==> config.mk <==
export PLATFORM = sky130hd
export DESIGN_NAME = cpu19_seq
export DESIGN_NICKNAME = d
export VERILOG_FILES = /design/src/rtl/cpu19_pkg.sv /design/src/rtl/cpu19_ret_stack.sv /design/src/rtl/cpu19_seq.sv
export SDC_FILE = /design/constraint.sdc
export NUM_CORES = 1
export LEC_CHECK = 0
export ABC_AREA = 0
export BUFFER_PORTS_ARGS = -buffer_cell sky130_fd_sc_hd__buf_4
export CELL_PAD_IN_SITES_DETAIL_PLACEMENT = 0
export CELL_PAD_IN_SITES_GLOBAL_PLACEMENT = 2
export CORE_ASPECT_RATIO = 0.6
export CORE_MARGIN = 2
export CORE_UTILIZATION = 30
export DETAILED_ROUTE_END_ITERATION = 10
export PLACE_DENSITY_LB_ADDON = 0.1
export REMOVE_ABC_BUFFERS = 1
export SLEW_MARGIN = 40
export SYNTH_ARGS = -nofsm -noshare
export SYNTH_HDL_FRONTEND = slang
export SYNTH_SLANG_ARGS = --single-unit
==> constraint.sdc <==
create_clock -name clk -period 5.2 [get_ports clk]
set_input_delay 0.26 -clock clk [delete_from_list [all_inputs] [get_ports clk]]
set_output_delay 0.26 -clock clk [all_outputs]
set_load 0.005 [all_outputs]
==> src/rtl/cpu19_pkg.sv <==
// ============================================================================
// Module      : cpu19_pkg
// Description : Shared definitions for the cpu19 instruction sequencer:
//               opcode map, instruction field positions, sequencer states
//               and the opcode classifier.
// Revision    : 1.0 - initial release
// ============================================================================
`default_nettype none

package cpu19_pkg;

  // Instruction word and field positions
  localparam int c_instr_w  = 19;
  localparam int c_op_msb   = 18;
  localparam int c_op_lsb   = 14;
  localparam int c_rd_msb   = 13;
  localparam int c_rd_lsb   = 10;
  localparam int c_rs1_msb  = 9;
  localparam int c_rs1_lsb  = 6;
  localparam int c_rs2_msb  = 5;
  localparam int c_rs2_lsb  = 2;
  localparam int c_off_msb  = 5;
  localparam int c_off_lsb  = 0;

  // Opcode map
  localparam logic [4:0] c_op_add  = 5'b00000;
  localparam logic [4:0] c_op_sub  = 5'b00001;
  localparam logic [4:0] c_op_mul  = 5'b00010;
  localparam logic [4:0] c_op_div  = 5'b00011;
  localparam logic [4:0] c_op_inc  = 5'b00100;
  localparam logic [4:0] c_op_dec  = 5'b00101;
  localparam logic [4:0] c_op_and  = 5'b00110;
  localparam logic [4:0] c_op_or   = 5'b00111;
  localparam logic [4:0] c_op_xor  = 5'b01000;
  localparam logic [4:0] c_op_not  = 5'b01001;
  localparam logic [4:0] c_op_jmp  = 5'b01010;
  localparam logic [4:0] c_op_beq  = 5'b01011;
  localparam logic [4:0] c_op_bne  = 5'b01100;
  localparam logic [4:0] c_op_call = 5'b01101;
  localparam logic [4:0] c_op_ret  = 5'b01110;
  localparam logic [4:0] c_op_ld   = 5'b01111;
  localparam logic [4:0] c_op_st   = 5'b10000;
  localparam logic [4:0] c_op_enc  = 5'b10001;
  localparam logic [4:0] c_op_dcr  = 5'b10010;
  localparam logic [4:0] c_op_halt = 5'b11111;

  typedef enum logic [2:0] {
    ST_IDLE    = 3'd0,
    ST_FETCH   = 3'd1,
    ST_DECODE  = 3'd2,
    ST_EXEC    = 3'd3,
    ST_WAIT_EX = 3'd4,
    ST_MEM     = 3'd5,
    ST_HALTED  = 3'd6,
    ST_TRAP    = 3'd7
  } state_t;

  typedef enum logic [2:0] {
    CLS_ALU     = 3'd0,
    CLS_MULTI   = 3'd1,
    CLS_MEM     = 3'd2,
    CLS_CTRL    = 3'd3,
    CLS_HALT    = 3'd4,
    CLS_ILLEGAL = 3'd5
  } opclass_t;

  // Map an opcode onto the execution class the sequencer dispatches on
  function automatic opclass_t op_class(input logic [4:0] op);
    opclass_t cls;
    cls = CLS_ILLEGAL;
    case (op)
      c_op_add, c_op_sub, c_op_inc, c_op_dec,
      c_op_and, c_op_or, c_op_xor, c_op_not:   cls = CLS_ALU;
      c_op_mul, c_op_div, c_op_enc, c_op_dcr:  cls = CLS_MULTI;
      c_op_ld, c_op_st:                        cls = CLS_MEM;
      c_op_jmp, c_op_beq, c_op_bne,
      c_op_call, c_op_ret:                     cls = CLS_CTRL;
      c_op_halt:                               cls = CLS_HALT;
      default:                                 cls = CLS_ILLEGAL;
    endcase
    return cls;
  endfunction

endpackage

`default_nettype wire

==> src/rtl/cpu19_ret_stack.sv <==
// ============================================================================
// Module      : cpu19_ret_stack
// Description : Return-address LIFO for CALL/RET. STACK_DEPTH entries of
//               PC_W bits; push writes above the top, pop discards the top.
//               Push on full and pop on empty are ignored.
// Revision    : 1.0 - initial release
// ============================================================================
`default_nettype none

module cpu19_ret_stack #(
  parameter int PC_W        = 14,
  parameter int STACK_DEPTH = 8
) (
  input  logic            clk,
  input  logic            rst,
  input  logic            i_push,
  input  logic            i_pop,
  input  logic [PC_W-1:0] i_push_data,
  output logic [PC_W-1:0] o_top,
  output logic            o_full,
  output logic            o_empty
);

  localparam int c_cnt_w = $clog2(STACK_DEPTH + 1);
  localparam int c_idx_w = (STACK_DEPTH > 1) ? $clog2(STACK_DEPTH) : 1;

  logic [PC_W-1:0]    r_mem [STACK_DEPTH];
  logic [c_cnt_w-1:0] r_count;
  logic [c_idx_w-1:0] w_wr_idx;
  logic [c_idx_w-1:0] w_top_idx;

  assign w_wr_idx  = c_idx_w'(r_count);
  assign w_top_idx = c_idx_w'(r_count - 1'b1);
  assign o_full    = (r_count == c_cnt_w'(STACK_DEPTH));
  assign o_empty   = (r_count == '0);
  assign o_top     = r_mem[w_top_idx];

  // Occupancy counter; only the count defines what is valid, so storage needs no reset
  always_ff @(posedge clk or negedge rst) begin
    if (!rst) begin
      r_count <= '0;
    end else if (i_push && !o_full) begin
      r_count <= r_count + 1'b1;
    end else if (i_pop && !o_empty) begin
      r_count <= r_count - 1'b1;
    end
  end

  // Entry storage written at the current count on a push
  always_ff @(posedge clk) begin
    if (i_push && !o_full) begin
      r_mem[w_wr_idx] <= i_push_data;
    end
  end

endmodule

`default_nettype wire

==> src/rtl/cpu19_seq.sv <==
// ============================================================================
// Module      : cpu19_seq
// Description : Instruction sequencer for the 19-bit cpu19 core. Owns the PC,
//               fetches over a req/ack port, decodes and issues ops to the
//               datapath, waits on multi-cycle units and data memory, and
//               resolves JMP/BEQ/BNE/CALL/RET.
//               Build option: CPU19_CALL_STACK_EN builds the return stack;
//               without it CALL and RET are illegal and trap.
// Revision    : 1.0 - initial release
// ============================================================================
`default_nettype none

module cpu19_seq
  import cpu19_pkg::*;
#(
  parameter int PC_W        = 14,
  parameter int STACK_DEPTH = 8
) (
  input  logic            clk,
  input  logic            rst,
  input  logic            run,
  output logic            imem_req,
  output logic [PC_W-1:0] imem_addr,
  input  logic            imem_ack,
  input  logic [18:0]     imem_rdata,
  output logic            issue_valid,
  output logic [4:0]      issue_op,
  output logic [3:0]      issue_rd,
  output logic [3:0]      issue_rs1,
  output logic [3:0]      issue_rs2,
  input  logic            ex_done,
  input  logic            cmp_eq,
  output logic            dmem_req,
  output logic            dmem_we,
  input  logic            dmem_ack,
  output logic [PC_W-1:0] pc,
  output logic            halted,
  output logic            trap
);

  localparam int c_off_w = c_off_msb - c_off_lsb + 1;

  state_t                 r_state;
  state_t                 w_next_state;
  logic [PC_W-1:0]        r_pc;
  logic [PC_W-1:0]        w_pc_next;
  logic [c_instr_w-1:0]   r_ir;
  logic                   w_ir_load;

  logic [4:0]             w_op;
  opclass_t               w_cls;
  logic                   w_illegal;
  logic [PC_W-1:0]        w_pc_inc;
  logic [PC_W-1:0]        w_target;
  logic [c_off_w-1:0]     w_off;
  logic [PC_W-1:0]        w_branch;

  logic                   w_push;
  logic                   w_pop;
  logic [PC_W-1:0]        w_stk_top;
  logic                   w_stk_full;
  logic                   w_stk_empty;
  logic                   w_stack_en;

  assign w_op      = r_ir[c_op_msb:c_op_lsb];
  assign w_cls     = op_class(w_op);
  assign w_pc_inc  = r_pc + PC_W'(1);
  assign w_target  = r_ir[PC_W-1:0];
  assign w_off     = r_ir[c_off_msb:c_off_lsb];
  assign w_branch  = r_pc + {{(PC_W-c_off_w){w_off[c_off_w-1]}}, w_off};
  assign w_illegal = (w_cls == CLS_ILLEGAL) ||
                     (!w_stack_en && ((w_op == c_op_call) || (w_op == c_op_ret)));

`ifdef CPU19_CALL_STACK_EN
  cpu19_ret_stack #(
    .PC_W        (PC_W),
    .STACK_DEPTH (STACK_DEPTH)
  ) u_ret_stack (
    .clk         (clk),
    .rst         (rst),
    .i_push      (w_push),
    .i_pop       (w_pop),
    .i_push_data (w_pc_inc),
    .o_top       (w_stk_top),
    .o_full      (w_stk_full),
    .o_empty     (w_stk_empty)
  );
  assign w_stack_en = 1'b1;
`else
  // No storage: report full and empty so a stray CALL/RET still traps
  assign w_stk_top   = '0;
  assign w_stk_full  = 1'b1;
  assign w_stk_empty = 1'b1;
  assign w_stack_en  = 1'b0;
  logic w_unused_stack;
  assign w_unused_stack = ^{w_push, w_pop, (STACK_DEPTH > 0)};
`endif

  // Outputs decoded straight from state so reset clears them without waiting for a clock
  assign imem_req  = (r_state == ST_FETCH);
  assign imem_addr = r_pc;
  assign pc        = r_pc;
  assign dmem_req  = (r_state == ST_MEM);
  assign dmem_we   = (r_state == ST_MEM) && (w_op == c_op_st);
  assign halted    = (r_state == ST_HALTED);
  assign trap      = (r_state == ST_TRAP);
  assign issue_op  = r_ir[c_op_msb:c_op_lsb];
  assign issue_rd  = r_ir[c_rd_msb:c_rd_lsb];
  assign issue_rs1 = r_ir[c_rs1_msb:c_rs1_lsb];
  assign issue_rs2 = r_ir[c_rs2_msb:c_rs2_lsb];

  // State, PC and instruction register
  always_ff @(posedge clk or negedge rst) begin
    if (!rst) begin
      r_state <= ST_IDLE;
      r_pc    <= '0;
      r_ir    <= '0;
    end else begin
      r_state <= w_next_state;
      r_pc    <= w_pc_next;
      if (w_ir_load) begin
        r_ir <= imem_rdata;
      end
    end
  end

  // Next state, PC update, issue strobe and stack control
  always_comb begin
    w_next_state = r_state;
    w_pc_next    = r_pc;
    w_ir_load    = 1'b0;
    w_push       = 1'b0;
    w_pop        = 1'b0;
    issue_valid  = 1'b0;
    case (r_state)
      ST_IDLE: begin
        if (run) w_next_state = ST_FETCH;
      end
      ST_FETCH: begin
        if (imem_ack) begin
          w_ir_load    = 1'b1;
          w_next_state = ST_DECODE;
        end
      end
      ST_DECODE: begin
        w_next_state = w_illegal ? ST_TRAP : ST_EXEC;
      end
      ST_EXEC: begin
        case (w_cls)
          CLS_ALU: begin
            issue_valid  = 1'b1;
            w_pc_next    = w_pc_inc;
            w_next_state = ST_FETCH;
          end
          CLS_MULTI: begin
            issue_valid  = 1'b1;
            w_next_state = ST_WAIT_EX;
          end
          CLS_MEM:  w_next_state = ST_MEM;
          CLS_HALT: w_next_state = ST_HALTED;
          CLS_CTRL: begin
            w_next_state = ST_FETCH;
            case (w_op)
              c_op_jmp: w_pc_next = w_target;
              c_op_beq: w_pc_next = cmp_eq ? w_branch : w_pc_inc;
              c_op_bne: w_pc_next = cmp_eq ? w_pc_inc : w_branch;
              c_op_call: begin
                // Overflow traps with the PC left on the offending CALL
                if (w_stk_full) begin
                  w_next_state = ST_TRAP;
                end else begin
                  w_push    = 1'b1;
                  w_pc_next = w_target;
                end
              end
              c_op_ret: begin
                if (w_stk_empty) begin
                  w_next_state = ST_TRAP;
                end else begin
                  w_pop     = 1'b1;
                  w_pc_next = w_stk_top;
                end
              end
              default: w_next_state = ST_TRAP;
            endcase
          end
          default: w_next_state = ST_TRAP;
        endcase
      end
      ST_WAIT_EX: begin
        if (ex_done) begin
          w_pc_next    = w_pc_inc;
          w_next_state = ST_FETCH;
        end
      end
      ST_MEM: begin
        if (dmem_ack) begin
          w_pc_next    = w_pc_inc;
          w_next_state = ST_FETCH;
        end
      end
      ST_HALTED: w_next_state = ST_HALTED;
      ST_TRAP:   w_next_state = ST_TRAP;
      default:   w_next_state = ST_IDLE;
    endcase
  end

endmodule

`default_nettype wire

# After elaboration in Yosys (flattened, before gate mapping)
# Memories as Yosys holds them, arrays and structs flattened.
# Cells that the tools add are included.
# totals
reg_bits	36
rom_bits	96
inputBits	26
out_inout_bits	51
elab_cells	59
mem_count	1
# mem_list
memory	depth	word_bits	rd	rd_ports_with_merged_regs	write_ports	line_no	rtl
(no name shown)	32	3	1	0	0	cpu19_pkg.sv:71	case (op)
# op_classes
add_sub_neg	2
n_eq_ne	24
n_mux	19
n_reduce_logical	10
# ops
op	count
$pmux W14 S3	2
$mux W14	4
$pmux W14 S2	1
$eq A5 B4 Y1 const B	5
$pmux W3 S8	1
$eq A3 B3 Y1 const B	6
$mux W3	6
$pmux W3 S5	1
$add A14 B1 Y14 const B	1
$add A14 B14 Y14	1
$eq A3 B2 Y1 const B	4
$eq A3 B1 Y1 const B	2
$logic_not A3 Y1	2
$eq A5 B5 Y1 const B	1
$ne A5 B2 Y1 const B	1
$reduce_and A5 Y1	1
$mux W1	4
$ne A2 B1 Y1 const B	2
$ne A2 B2 Y1 const B	2
$reduce_and A4 Y1	1
$ne A3 B2 Y1 const B	1
$reduce_bool A3 Y1	1
$reduce_or A3 Y1	1
$logic_or A1 B1 Y1	2
2 further kinds	2

# Longest topological paths before layout
# logic_depth
word_depth	5
mapped_depth	10

# Worst setup path before layout
# No wires, ideal clock.
# synth_timing
path_type	reg2reg
startpoint	register r_pc[0], in the netlist imem_addr[0]
endpoint	register r_pc[10], in the netlist imem_addr[10]
setup_ns	0.122
arrival_ns	2.172
slack_ns	2.907
stages_incl_launch_ff	10
period_less_slack_ns	2.293
path_cell_list	dfrtp_1 -> ha_1 -> inv_1 -> fa_1 -> nand2b_1 -> a21oi_1 -> o2111ai_1 -> a41oi_1 -> nand3_1 -> a32o_1
# synth_via
elab_chain_cells	5
# synth_rtl
element	line_no	rtl
start, declared	cpu19_seq.sv:45	logic [PC_W-1:0] r_pc;
start signal, assigned	cpu19_seq.sv:120	r_pc <= w_pc_next;
$add A14 B14 Y14 or $add A14 B1 Y14 (tied branches)	cpu19_seq.sv:70, cpu19_seq.sv:67	
$mux W14, on equally long branches	cpu19_seq.sv:166, cpu19_seq.sv:165	
$pmux W14 S3	cpu19_seq.sv:163	case (w_op)
$pmux W14 S2	cpu19_seq.sv:149	case (w_cls)
$pmux W14 S3 *	cpu19_seq.sv:135	case (r_state)
# Every way passes the cells marked *; elsewhere a longest branch is shown, timed or not. The select of a mux whose other input is x is not followed.
# A chain may end at the register's enable or synchronous reset.

# Worst setup path after layout
# Same ends and word-level chain as after synthesis.

==> results by group <==
GRT
  – Initial antenna violation count: 0
  – Global-route wire length before repair: ~16 mm
  – Vias in the first global route: 2754
  – Grt total ovfl: 0
  – Largest net degree at the start of global routing: 37
  – Total routing usage reported by global routing: 17.4%

Clocking
  – CTS Buf Count: 5
  – Clock root buffer master: clkbuf_16
  – Postcts setup bufs: 0
  – Maximum clock insertion buffer count: 2
  – H-tree Lvls: 2
  – CTS tree: yes
  – PostCTS Resize Cnt: 0
  – Sink Count: 36
  – Clock transition at path regs: approximately 0.06 ns
  – Worst skew pair latency: about 0.28 ns

Finish
  – # fillers: around 1.1k
  – Final net count: roughly 450
  – P&R area growth vs syn: 19.1%
  – Commonest non-fill, non-tap cell in the layout: buf_4
  – Post-Layout Cell Count: about 550
  – Ant diodes: 0
  – Share of layout cells above drive strength 1: between 20% and 30%
  – Most frequent cells in the layout: buf_4 (78), dfrtp_1 (36), nand2_1 (29), o21ai_0 (29), a21oi_1 (28)

Worst hold path
  – Class of the worst hold path: in2reg

Place
  – Post-Place Worst Slack: ~2.5 ns
  – RD Place Congestion: approximately 0.80
  – Port Buffers: between 70 and 80
  – Hpwl dp: roughly 7.3 mm
  – Inst Count DP: 544

Synth
  – Library cells used by synthesis: 67
  – Post-synth EDFFs: 0
  – Synthesized instance count: 375
  – Yosys warnings: 0
  – Post-synth ARST share: 100%
  – Share of the synthesized area in the top cell type: ~28%
  – Mapped Area: 3210 µm²
  – Mean Syn Cell Area: approximately 8.6 µm²
  – Yosys reg bits: 36
  – Area contributors post-synth: dfrtp_1 (28%), buf_4 (7.2%), mux2_2 (6.3%)
  – Register area share after synthesis: 28.1%
  – Top_reg_cell synth: dfrtp_1
  – Largest area contributor in the netlist: dfrtp_1

Setup path
  – Crit path launch type: register
  – Crit path max fanout: 8
  – WS Path Type: reg2reg
  – Critical Path RT: 5.37 ns
  – CP Capture Type: register
  – CP arrival: around 2.9 ns

Pwr
  – Flop pwr share: a little over a quarter
  – P_sw: 1.34 mW
  – Sw Ratio: 48.0%
  – Power Dens Cells: ~730 nW/µm²
  – Clock Power Share: 11.3%
  – P_int: approximately 1.4 mW
  – Combinational share of power: approximately 62%
  – Lkg Pwr: 1.62 nW
  – Worst IR drop on VDD: 263 µV

STA
  – Worst Clk Skew: between 0.005 and 0.006 ns
  – Hold Violations, Final: 0
  – Fin Setup TNS: 0 ns
  – Relative slew slack: between 50% and 60%
  – Maximum clock rate: 372 MHz
  – Max Transition Viols Final: 0
  – Min Hold Slack: 0.180 ns
  – # setup viols final: 0
  – RSZ-0062 raised after global routing: no
  – PnR worst setup slack: between 2 and 3 ns
  – Worst slew pin tran: approximately 0.67 ns
  – Period utilisation layout: approximately 52%
  – Min cycle time layout: approximately 2.7 ns

Routing
  – Number of DRC markers in iteration 0: approximately 240
  – Vias per inst: ~5.4
  – Vias: 2961
  – Post-DRT Antenna Nets: 0
  – Routed WL: 9.88 mm
  – Drc violations: 0
  – Drt wl/cell: about 18 µm
  – Initial DRT Pass Iterations: 4

Floorplanning
  – Top Ports: 77
  – Row count: 29
  – Height of the chip: approximately 84 µm
  – Placeable Area: 10500 µm²
  – Die Span X: approximately 140 µm
  – Initial Utilization: a little under a third
  – Die Area: around 12000 µm²

Status
  – Status: finished, final reports clean

Run
  – Max-cap violation count: 0
-- final cells by class --
| type | count | area, µm² | area share, % |
|---|---|---|---|
| clock buffer | 7 | 143 | 3.73 |
| clock inverter | 1 | 7.51 | 0.196 |
| inverter | 12 | 45.0 | 1.18 |
| multi-input combinational | 279 | 1960 | 51.2 |
| sequential | 36 | 901 | 23.6 |
| tap | 139 | 174 | 4.55 |
| timing repair buffer | 79 | 596 | 15.6 |
-- metrics by stage --
step | cell area [µm²] | utilization, % | total power [mW]
after floorplan | 2900 | - | 1.76
after global placement | 3650 | 34.9 | 2.48
after detailed placement | 3660 | 34.9 | 2.47
after CTS | 3820 | 36.4 | 2.81
after global routing | 3820 | 36.5 | 3.05
final | 3820 | 36.5 | 2.79
-- worst max-delay path, cell delays in order (launching register included) --
cell	delay, ns
dfrtp_1	0.50
ha_1	0.22
inv_1	0.05
fa_1	0.41
nand2b_1	0.19
a21oi_1	0.38
o2111ai_1	0.22
a41oi_1	0.23
nand3_1	0.09
a32o_1	0.27
-- sequential cells by signal, summed over array words and instances, names as in the netlist --
register   flops
r_state        3
imem_addr     14
r_ir          19
-- synthesized netlist by cell type (all sizes together), types with 7 or more instances --
master  number
mux2        18
buf         41
nand2       29
dfrtp       36
clkbuf       7
xnor2        9
nand3        9
nand2b       9
o21ai       32
inv         12
a21oi       28
nor2        24
and3         9
ha          14
-- logic make-up after synthesis --
kind of cell | share of synthesized area [%]
compound gates | 25.0
xor+xnor | 3.27
fa+ha+maj | 6.08
buf+inv | 11.2
flops | 28.1
mux | 7.56
simple gates | 18.8
-- worst paths after layout --
path | depth (start not counted) | to | slack (ns) | from
setup / recovery | 9 | imem_addr[10] | 2.51 | imem_addr[0]
hold / removal | 3 | r_ir[17] | 0.18 | imem_rdata[17]
setup reg to reg | 9 | imem_addr[10] | 2.51 | imem_addr[0]
hold reg to reg | 1 | r_ir[0] | 0.55 | r_ir[0]
max in group asynchronous | 2 | imem_addr[6] | 4.32 | rst
min in group asynchronous | 2 | r_ir[5] | 0.51 | rst
-- what timing repair did --
item                       in CTS  in global routing
setup endpoints to repair       0                  0
hold buffers                    1                  0
hold endpoints to repair       36                  0
-- metal layers --
layer  track usage (%)  wire, µm  vias up
met4              2.53        25        0
met5                 0         0        -
met1              27.5      5220     1430
met2              25.0      4130       76
li1                  -         -     1453
met3              3.14       507        2
-- power groups by stage --
| stage | sequential (mW) | clock (mW) | combinational, mW |
|---|---|---|---|
| after floorplan | 0.660 | 0 | 1.10 |
| after global placement | 0.739 | 0 | 1.74 |
| after detailed placement | 0.743 | 0 | 1.73 |
| after CTS | 0.738 | 0.327 | 1.74 |
| after global routing | 0.777 | 0.341 | 1.93 |
| final | 0.736 | 0.314 | 1.74 |
(Power assumes the default switching activity.)
